## src/rtl/led_display_frame_writer_if.sv

```systemverilog
// Pixel stream, clear command, frame RAM port A write bus and bank status for the frame writer.
interface led_display_frame_writer_if;
  logic [2:0]  pixel_in;
  logic        pixel_sof_in;
  logic        pixel_valid_in;
  logic        pixel_ready_out;
  logic        clear_req_in;
  logic [2:0]  clear_colour_in;
  logic [3:0]  ram_wen_out;
  logic [31:0] ram_addr_out;
  logic [31:0] ram_wdata_out;
  logic        display_bank_out;
  logic        frame_done_out;
  logic        frame_error_out;

  modport master (
    output pixel_in, pixel_sof_in, pixel_valid_in, clear_req_in, clear_colour_in,
    input  pixel_ready_out, ram_wen_out, ram_addr_out, ram_wdata_out,
    input  display_bank_out, frame_done_out, frame_error_out
  );

  modport slave (
    input  pixel_in, pixel_sof_in, pixel_valid_in, clear_req_in, clear_colour_in,
    output pixel_ready_out, ram_wen_out, ram_addr_out, ram_wdata_out,
    output display_bank_out, frame_done_out, frame_error_out
  );
endinterface

```

## src/rtl/led_display_frame_writer.sv

```systemverilog
// Packs a raster RGB pixel stream into 32-bit words and writes it into the back bank of a
// double-buffered frame RAM, publishing the bank on completion; also supports whole-frame fill.
//
// state | meaning
// IDLE  | waiting for sof pixel or clear request
// PACK  | collecting frame pixels, writing a word every PIXELS_PER_WORD accepts
// CLEAR | writing fill words, one per cycle
// FLUSH | last word on the bus; publish bank next edge
module led_display_frame_writer #(
  parameter int          NUM_ROW_PIXELS  = 32,
  parameter int          NUM_COL_PIXELS  = 64,
  parameter int          PIXELS_PER_WORD = 8,
  parameter logic [31:0] BASE_ADDR       = 32'h0
) (
  input logic                  clk_in,
  input logic                  n_reset_in,
  led_display_frame_writer_if.slave bus
);
  localparam int FRAME_WORDS = NUM_ROW_PIXELS * NUM_COL_PIXELS / PIXELS_PER_WORD;
  localparam int WORD_W      = $clog2(FRAME_WORDS);
  localparam int PIX_W       = $clog2(PIXELS_PER_WORD);
  localparam logic [WORD_W-1:0] LAST_WORD = WORD_W'(FRAME_WORDS - 1);
  localparam logic [PIX_W-1:0]  LAST_PIX  = PIX_W'(PIXELS_PER_WORD - 1);

  typedef enum logic [1:0] {IDLE, PACK, CLEAR, FLUSH} state_t;

  state_t            state;
  logic              ready_en;
  logic [PIX_W-1:0]  pix_cnt;
  logic [WORD_W-1:0] word_idx;
  logic [31:0]       word_buf;
  logic [31:0]       packed_word;
  logic [31:0]       fill_word;
  logic [2:0]        clear_colour;
  logic              bank;
  logic [3:0]        wen;
  logic [31:0]       addr;
  logic [31:0]       wdata;
  logic              frame_done;
  logic              frame_error;
  logic              accept;

  // A pending clear in IDLE blocks pixels in the same cycle so clear wins the race.
  assign bus.pixel_ready_out  = ready_en & ~((state == IDLE) & bus.clear_req_in);
  assign accept               = bus.pixel_valid_in & bus.pixel_ready_out;
  assign bus.ram_wen_out      = wen;
  assign bus.ram_addr_out     = addr;
  assign bus.ram_wdata_out    = wdata;
  assign bus.display_bank_out = bank;
  assign bus.frame_done_out   = frame_done;
  assign bus.frame_error_out  = frame_error;

  always_comb begin
    packed_word = word_buf;
    packed_word[{pix_cnt, 2'b00} +: 4] = {1'b0, bus.pixel_in};
    fill_word = {PIXELS_PER_WORD{1'b0, clear_colour}};
  end

  function automatic logic [31:0] word_addr(input logic wbank, input logic [WORD_W-1:0] idx);
    logic [31:0] offset;
    offset = (wbank ? 32'(FRAME_WORDS) : 32'd0) + 32'(idx);
    return BASE_ADDR + (offset << 2);
  endfunction

  always_ff @(posedge clk_in or negedge n_reset_in) begin
    if (!n_reset_in) begin
      state        <= IDLE;
      ready_en     <= 1'b0;
      pix_cnt      <= '0;
      word_idx     <= '0;
      word_buf     <= '0;
      clear_colour <= '0;
      bank         <= 1'b0;
      wen          <= 4'h0;
      addr         <= '0;
      wdata        <= '0;
      frame_done   <= 1'b0;
      frame_error  <= 1'b0;
    end else begin
      wen         <= 4'h0;
      frame_done  <= 1'b0;
      frame_error <= 1'b0;
      case (state)
        IDLE: begin
          ready_en <= 1'b1;
          if (bus.clear_req_in) begin
            clear_colour <= bus.clear_colour_in;
            word_idx     <= '0;
            ready_en     <= 1'b0;
            state        <= CLEAR;
          end else if (accept && bus.pixel_sof_in) begin
            word_buf <= 32'({1'b0, bus.pixel_in});
            pix_cnt  <= PIX_W'(1);
            word_idx <= '0;
            state    <= PACK;
          end
        end
        PACK: begin
          if (accept && bus.pixel_sof_in) begin
            frame_error <= 1'b1;
            word_buf    <= 32'({1'b0, bus.pixel_in});
            pix_cnt     <= PIX_W'(1);
            word_idx    <= '0;
          end else if (accept) begin
            word_buf <= packed_word;
            if (pix_cnt == LAST_PIX) begin
              pix_cnt  <= '0;
              wen      <= 4'hF;
              addr     <= word_addr(~bank, word_idx);
              wdata    <= packed_word;
              word_idx <= word_idx + 1'b1;
              if (word_idx == LAST_WORD) begin
                ready_en <= 1'b0;
                state    <= FLUSH;
              end
            end else begin
              pix_cnt <= pix_cnt + 1'b1;
            end
          end
        end
        CLEAR: begin
          wen      <= 4'hF;
          addr     <= word_addr(~bank, word_idx);
          wdata    <= fill_word;
          word_idx <= word_idx + 1'b1;
          if (word_idx == LAST_WORD) state <= FLUSH;
        end
        FLUSH: begin
          frame_done <= 1'b1;
          bank       <= ~bank;
          ready_en   <= 1'b1;
          state      <= IDLE;
        end
        default: state <= IDLE;
      endcase
    end
  end
endmodule

```

## src/flat_wrapper.sv

```systemverilog
// flat-port wrapper written by rule: the top's interface ports become plain ports
module led_display_frame_writer_flat 
#(
  parameter int          NUM_ROW_PIXELS  = 32,
  parameter int          NUM_COL_PIXELS  = 64,
  parameter int          PIXELS_PER_WORD = 8,
  parameter logic [31:0] BASE_ADDR       = 32'h0
)
  (clk_in, n_reset_in, bus_pixel_in, bus_pixel_sof_in, bus_pixel_valid_in, bus_clear_req_in, bus_clear_colour_in, bus_pixel_ready_out, bus_ram_wen_out, bus_ram_addr_out, bus_ram_wdata_out, bus_display_bank_out, bus_frame_done_out, bus_frame_error_out);
  led_display_frame_writer_if bus_i ();
  input logic clk_in;
  input logic n_reset_in;
  input wire logic [$bits(bus_i.pixel_in)-1:0] bus_pixel_in;
  input wire logic [$bits(bus_i.pixel_sof_in)-1:0] bus_pixel_sof_in;
  input wire logic [$bits(bus_i.pixel_valid_in)-1:0] bus_pixel_valid_in;
  input wire logic [$bits(bus_i.clear_req_in)-1:0] bus_clear_req_in;
  input wire logic [$bits(bus_i.clear_colour_in)-1:0] bus_clear_colour_in;
  output wire logic [$bits(bus_i.pixel_ready_out)-1:0] bus_pixel_ready_out;
  output wire logic [$bits(bus_i.ram_wen_out)-1:0] bus_ram_wen_out;
  output wire logic [$bits(bus_i.ram_addr_out)-1:0] bus_ram_addr_out;
  output wire logic [$bits(bus_i.ram_wdata_out)-1:0] bus_ram_wdata_out;
  output wire logic [$bits(bus_i.display_bank_out)-1:0] bus_display_bank_out;
  output wire logic [$bits(bus_i.frame_done_out)-1:0] bus_frame_done_out;
  output wire logic [$bits(bus_i.frame_error_out)-1:0] bus_frame_error_out;
  assign bus_i.pixel_in = bus_pixel_in;
  assign bus_i.pixel_sof_in = bus_pixel_sof_in;
  assign bus_i.pixel_valid_in = bus_pixel_valid_in;
  assign bus_i.clear_req_in = bus_clear_req_in;
  assign bus_i.clear_colour_in = bus_clear_colour_in;
  assign bus_pixel_ready_out = bus_i.pixel_ready_out;
  assign bus_ram_wen_out = bus_i.ram_wen_out;
  assign bus_ram_addr_out = bus_i.ram_addr_out;
  assign bus_ram_wdata_out = bus_i.ram_wdata_out;
  assign bus_display_bank_out = bus_i.display_bank_out;
  assign bus_frame_done_out = bus_i.frame_done_out;
  assign bus_frame_error_out = bus_i.frame_error_out;
  led_display_frame_writer #(.NUM_ROW_PIXELS(NUM_ROW_PIXELS), .NUM_COL_PIXELS(NUM_COL_PIXELS), .PIXELS_PER_WORD(PIXELS_PER_WORD), .BASE_ADDR(BASE_ADDR)) u_core (.clk_in(clk_in), .n_reset_in(n_reset_in), .bus(bus_i));
endmodule
```

## config.mk

```make
export PLATFORM = sky130hd
export DESIGN_NAME = led_display_frame_writer_flat
export DESIGN_NICKNAME = d
export VERILOG_FILES = /design/src/rtl/led_display_frame_writer_if.sv /design/src/rtl/led_display_frame_writer.sv /design/src/flat_wrapper.sv
export SDC_FILE = /design/constraint.sdc
export NUM_CORES = 1
export LEC_CHECK = 0
export ABC_AREA = 1
export CAP_MARGIN = 20
export CELL_PAD_IN_SITES_DETAIL_PLACEMENT = 1
export CELL_PAD_IN_SITES_GLOBAL_PLACEMENT = 2
export CORE_MARGIN = 3
export CORE_UTILIZATION = 34
export DETAILED_ROUTE_END_ITERATION = 8
export PLACE_DENSITY = 0.95
export SLEW_MARGIN = 25
export SYNTH_ARGS = -nofsm -noshare
export SYNTH_HDL_FRONTEND = slang
export SYNTH_SLANG_ARGS = --single-unit
```

## constraint.sdc

```tcl
create_clock -name clk_in -period 4.8 [get_ports clk_in]
set_input_delay 1.44 -clock clk_in [delete_from_list [all_inputs] [get_ports clk_in]]
set_output_delay 1.44 -clock clk_in [all_outputs]
set_load 0.03 [all_outputs]
```

==> impl_metrics.tcl <==
set metrics [dict create \
    nets 702 \
    clk_pin_slew_ns 0.07 \
    finalCritPeriodShare_pct 90.5 \
    insertedDiodeCount 0 \
    drv_cap 0 \
    synthFlopType "dfrtp_1" \
    holdPathStages 2 \
    tightest_slew_ns 0.898 \
    tritoncts "yes" \
    crit_path_start_kind "primary input" \
    syn_inst 634 \
    ys_seq_area_share_pct 46.7 \
    hold_path_end "u_core.word_buf[0]" \
    postSynth.asyncResetShare_pct 100 \
    io-pin-count 83 \
    gp_congestion 0.848 \
    postRouteAntennaNets 0 \
    ys_ff_latch 94 \
    start_util_pct 35.4 \
    drive_gt1_share_pct 5.71 \
    cts_buffers 9 \
    grt_max_degree 73 \
    die_area_um2 16300 \
    die_h_um 128 \
    synth_top_area_cell "dfrtp_1" \
    min-delay-path-class "reg -> reg" \
    fp.coreArea_um2 14200 \
    synth_edf_count 0 \
    hp-start "u_core.word_buf[0]" \
    worstReg2RegEnd "u_core.bus.ram_wdata_out[21]" \
    finalSetupTns_ns 0 \
    routed_wl_um 14300 \
    finClkSkew_ns 0.00966 \
    multiInputGateArea_um2 2210 \
    final-hold-violation-count 0 \
    insertion_delay_ns 0.35 \
    clkSinkCount 94 \
    reg2reg_depth 10 \
    ff_latch_area_um2 2350 \
    grt_pass1_wl_um 24100 \
    die_x_um 128 \
    track_usage_pct 18.4 \
    slew_viol_final 0 \
    end_kind "output pin" \
    viasPerCell 5.09 \
    rows 43 \
    grt_pass1_vias 4780 \
    root_buffer "clkbuf_16" \
    maxSlewHeadroom_pct 40.1 \
    syn_area_um2 5030 \
    port_buffers 59 \
    path_class "in -> out" \
    synth_cell_types 31 \
    yosysTopAreaCellShare_pct 46.7 \
    grt_antenna_before_repair 0 \
    postCtsSetupBuffers 0 \
    cp_max_fo 6 \
    cts_resized 0 \
    holdWs_ns 0.487 \
    syn_area_per_cell_um2 7.94 \
    timing.rr.start "u_core.pix_cnt[0]" \
    grt_remaining_overflow 0 \
    drtPass1Iterations 4 \
    reg2reg_slack_ns 2.05 \
    drcViolationCount 0 \
    min_period_ns 4.34 \
    cts_hold_buf 0 \
    fmax_ghz 0.230 \
    outcome "finished, final reports clean" \
    hpwl_um 10300 \
    rsz0062_at_grt "no" \
    layout_common_cells "223 x nand2_1, 94 x dfrtp_1, 84 x nand3_1, 58 x clkdlybuf4s50_1, 54 x inv_1" \
    vias 4396 \
    power.density_nw_per_um2 659 \
    first_iter_violations 204 \
    cp.required_ns 3.36 \
    power.leakage_nw 3.01 \
    cp.arrival_ns 2.90 \
    wl_per_cell_um 16.5 \
    yosys_warnings 0 \
    setup_violations 0 \
    area_growth_pct 17.4 \
    final_common_cell "nand2_1" \
    clockBufferDepth 2 \
    ys_top_cells_by_area "dfrtp_1 47%, nand2_1 17%, nand3_1 8.4%" \
    htree_num_levels 3 \
    fillers 1750 \
    peakVddDrop_uv 456 \
]
## report_power, final
part | total [mW] | switching [mW] | internal, mW
registers | 1.12 | 0.119 | 0.998
clock network | 0.709 | 0.314 | 0.395
logic | 2.07 | 1.48 | 0.589
## area by class of cell
type | instances | share of cell area (%)
clock buffers | 12 | 4.51
clock inverters | 4 | 0.508
inverters | 57 | 3.62
multi-input cells | 454 | 37.4
flip-flops and latches | 94 | 39.8
well taps | 180 | 3.81
repair buffers | 62 | 10.4
## cells in the mapped netlist (2+ instances only)
| cell | count |
|---|---|
| a21boi_0 | 8 |
| a21oi_1 | 5 |
| buf_2 | 9 |
| buf_4 | 28 |
| buf_6 | 4 |
| clkbuf_1 | 8 |
| clkbuf_2 | 2 |
| dfrtp_1 | 94 |
| ha_1 | 13 |
| inv_1 | 54 |
| inv_2 | 2 |
| mux2_2 | 3 |
| nand2_1 | 223 |
| nand2_4 | 2 |
| nand3_1 | 84 |
| nand3_2 | 3 |
| nand4_1 | 23 |
| nor2_1 | 11 |
| o211ai_1 | 3 |
| o21ai_0 | 38 |
| o21ai_2 | 5 |
| xor2_1 | 3 |
## kinds of logic after synthesis
group / after synthesis / share of synthesized area [%]
adder cells (fa/ha/maj): 13 / 3.23
multiplexers: 3 / 0.671
flip-flops: 94 / 46.7
AND/OR/NAND/NOR: 350 / 30.4
AO/OA/AOI/OAI: 62 / 7.41
buffers and inverters: 108 / 11.0
XOR/XNOR: 3 / 0.522
other: 1 / 0.0745
## critical path: stages
cell and delay (ns):
clkdlybuf4s50_1 0.49, nand2_4 0.15, and2_4 0.16, clkdlybuf4s50_1 0.67
## sequential cells by signal, summed over array words and instances (netlist names)
register / flops
u_core.bus.ram_wdata_out: 32
u_core.bus.display_bank_out: 1
u_core.pix_cnt: 3
u_core.ready_en: 1
u_core.word_idx: 8
u_core.bus.ram_wen_out: 1
u_core.bus.frame_error_out: 1
u_core.state: 2
u_core.bus.ram_addr_out: 9
u_core.bus.frame_done_out: 1
u_core.clear_colour: 3
u_core.word_buf: 32
## routing by layer
metal,global-route usage [%],vias to the layer above,share of wire [%]
li1,-,2086,-
met1,22.8,2214,44
met2,32.3,71,51
met3,3.46,25,3.0
met4,6.05,0,2.3
met5,0,-,0
## worst max path at each step
stage	startpoint	to	slack (ns)	cells after the start
2_1_floorplan	bus_clear_req_in	bus_pixel_ready_out	1.65	2
3_3_place_gp	bus_clear_req_in	bus_pixel_ready_out	0.47	4
3_5_place_dp	bus_clear_req_in	bus_pixel_ready_out	0.45	4
4_1_cts	bus_clear_req_in	bus_pixel_ready_out	0.44	4
5_1_grt	bus_clear_req_in	bus_pixel_ready_out	0.40	4
6_report	bus_clear_req_in	bus_pixel_ready_out	0.46	4
## through the flow
step | setup WS [ns] | utilization [%] | power, mW | std cells | instance area [um^2]
2_1_floorplan | 1.65 | - | 2.64 | 656 | 5120
5_1_grt | 0.396 | 41.6 | 4.23 | 863 | 5910
3_5_place_dp | 0.451 | 39.5 | 3.21 | 847 | 5610
6_report | 0.456 | 41.6 | 3.90 | 863 | 5910
3_3_place_gp | 0.466 | 39.5 | 3.12 | 847 | 5610
4_1_cts | 0.444 | 41.6 | 3.94 | 863 | 5910
(Power assumes the default switching activity.)
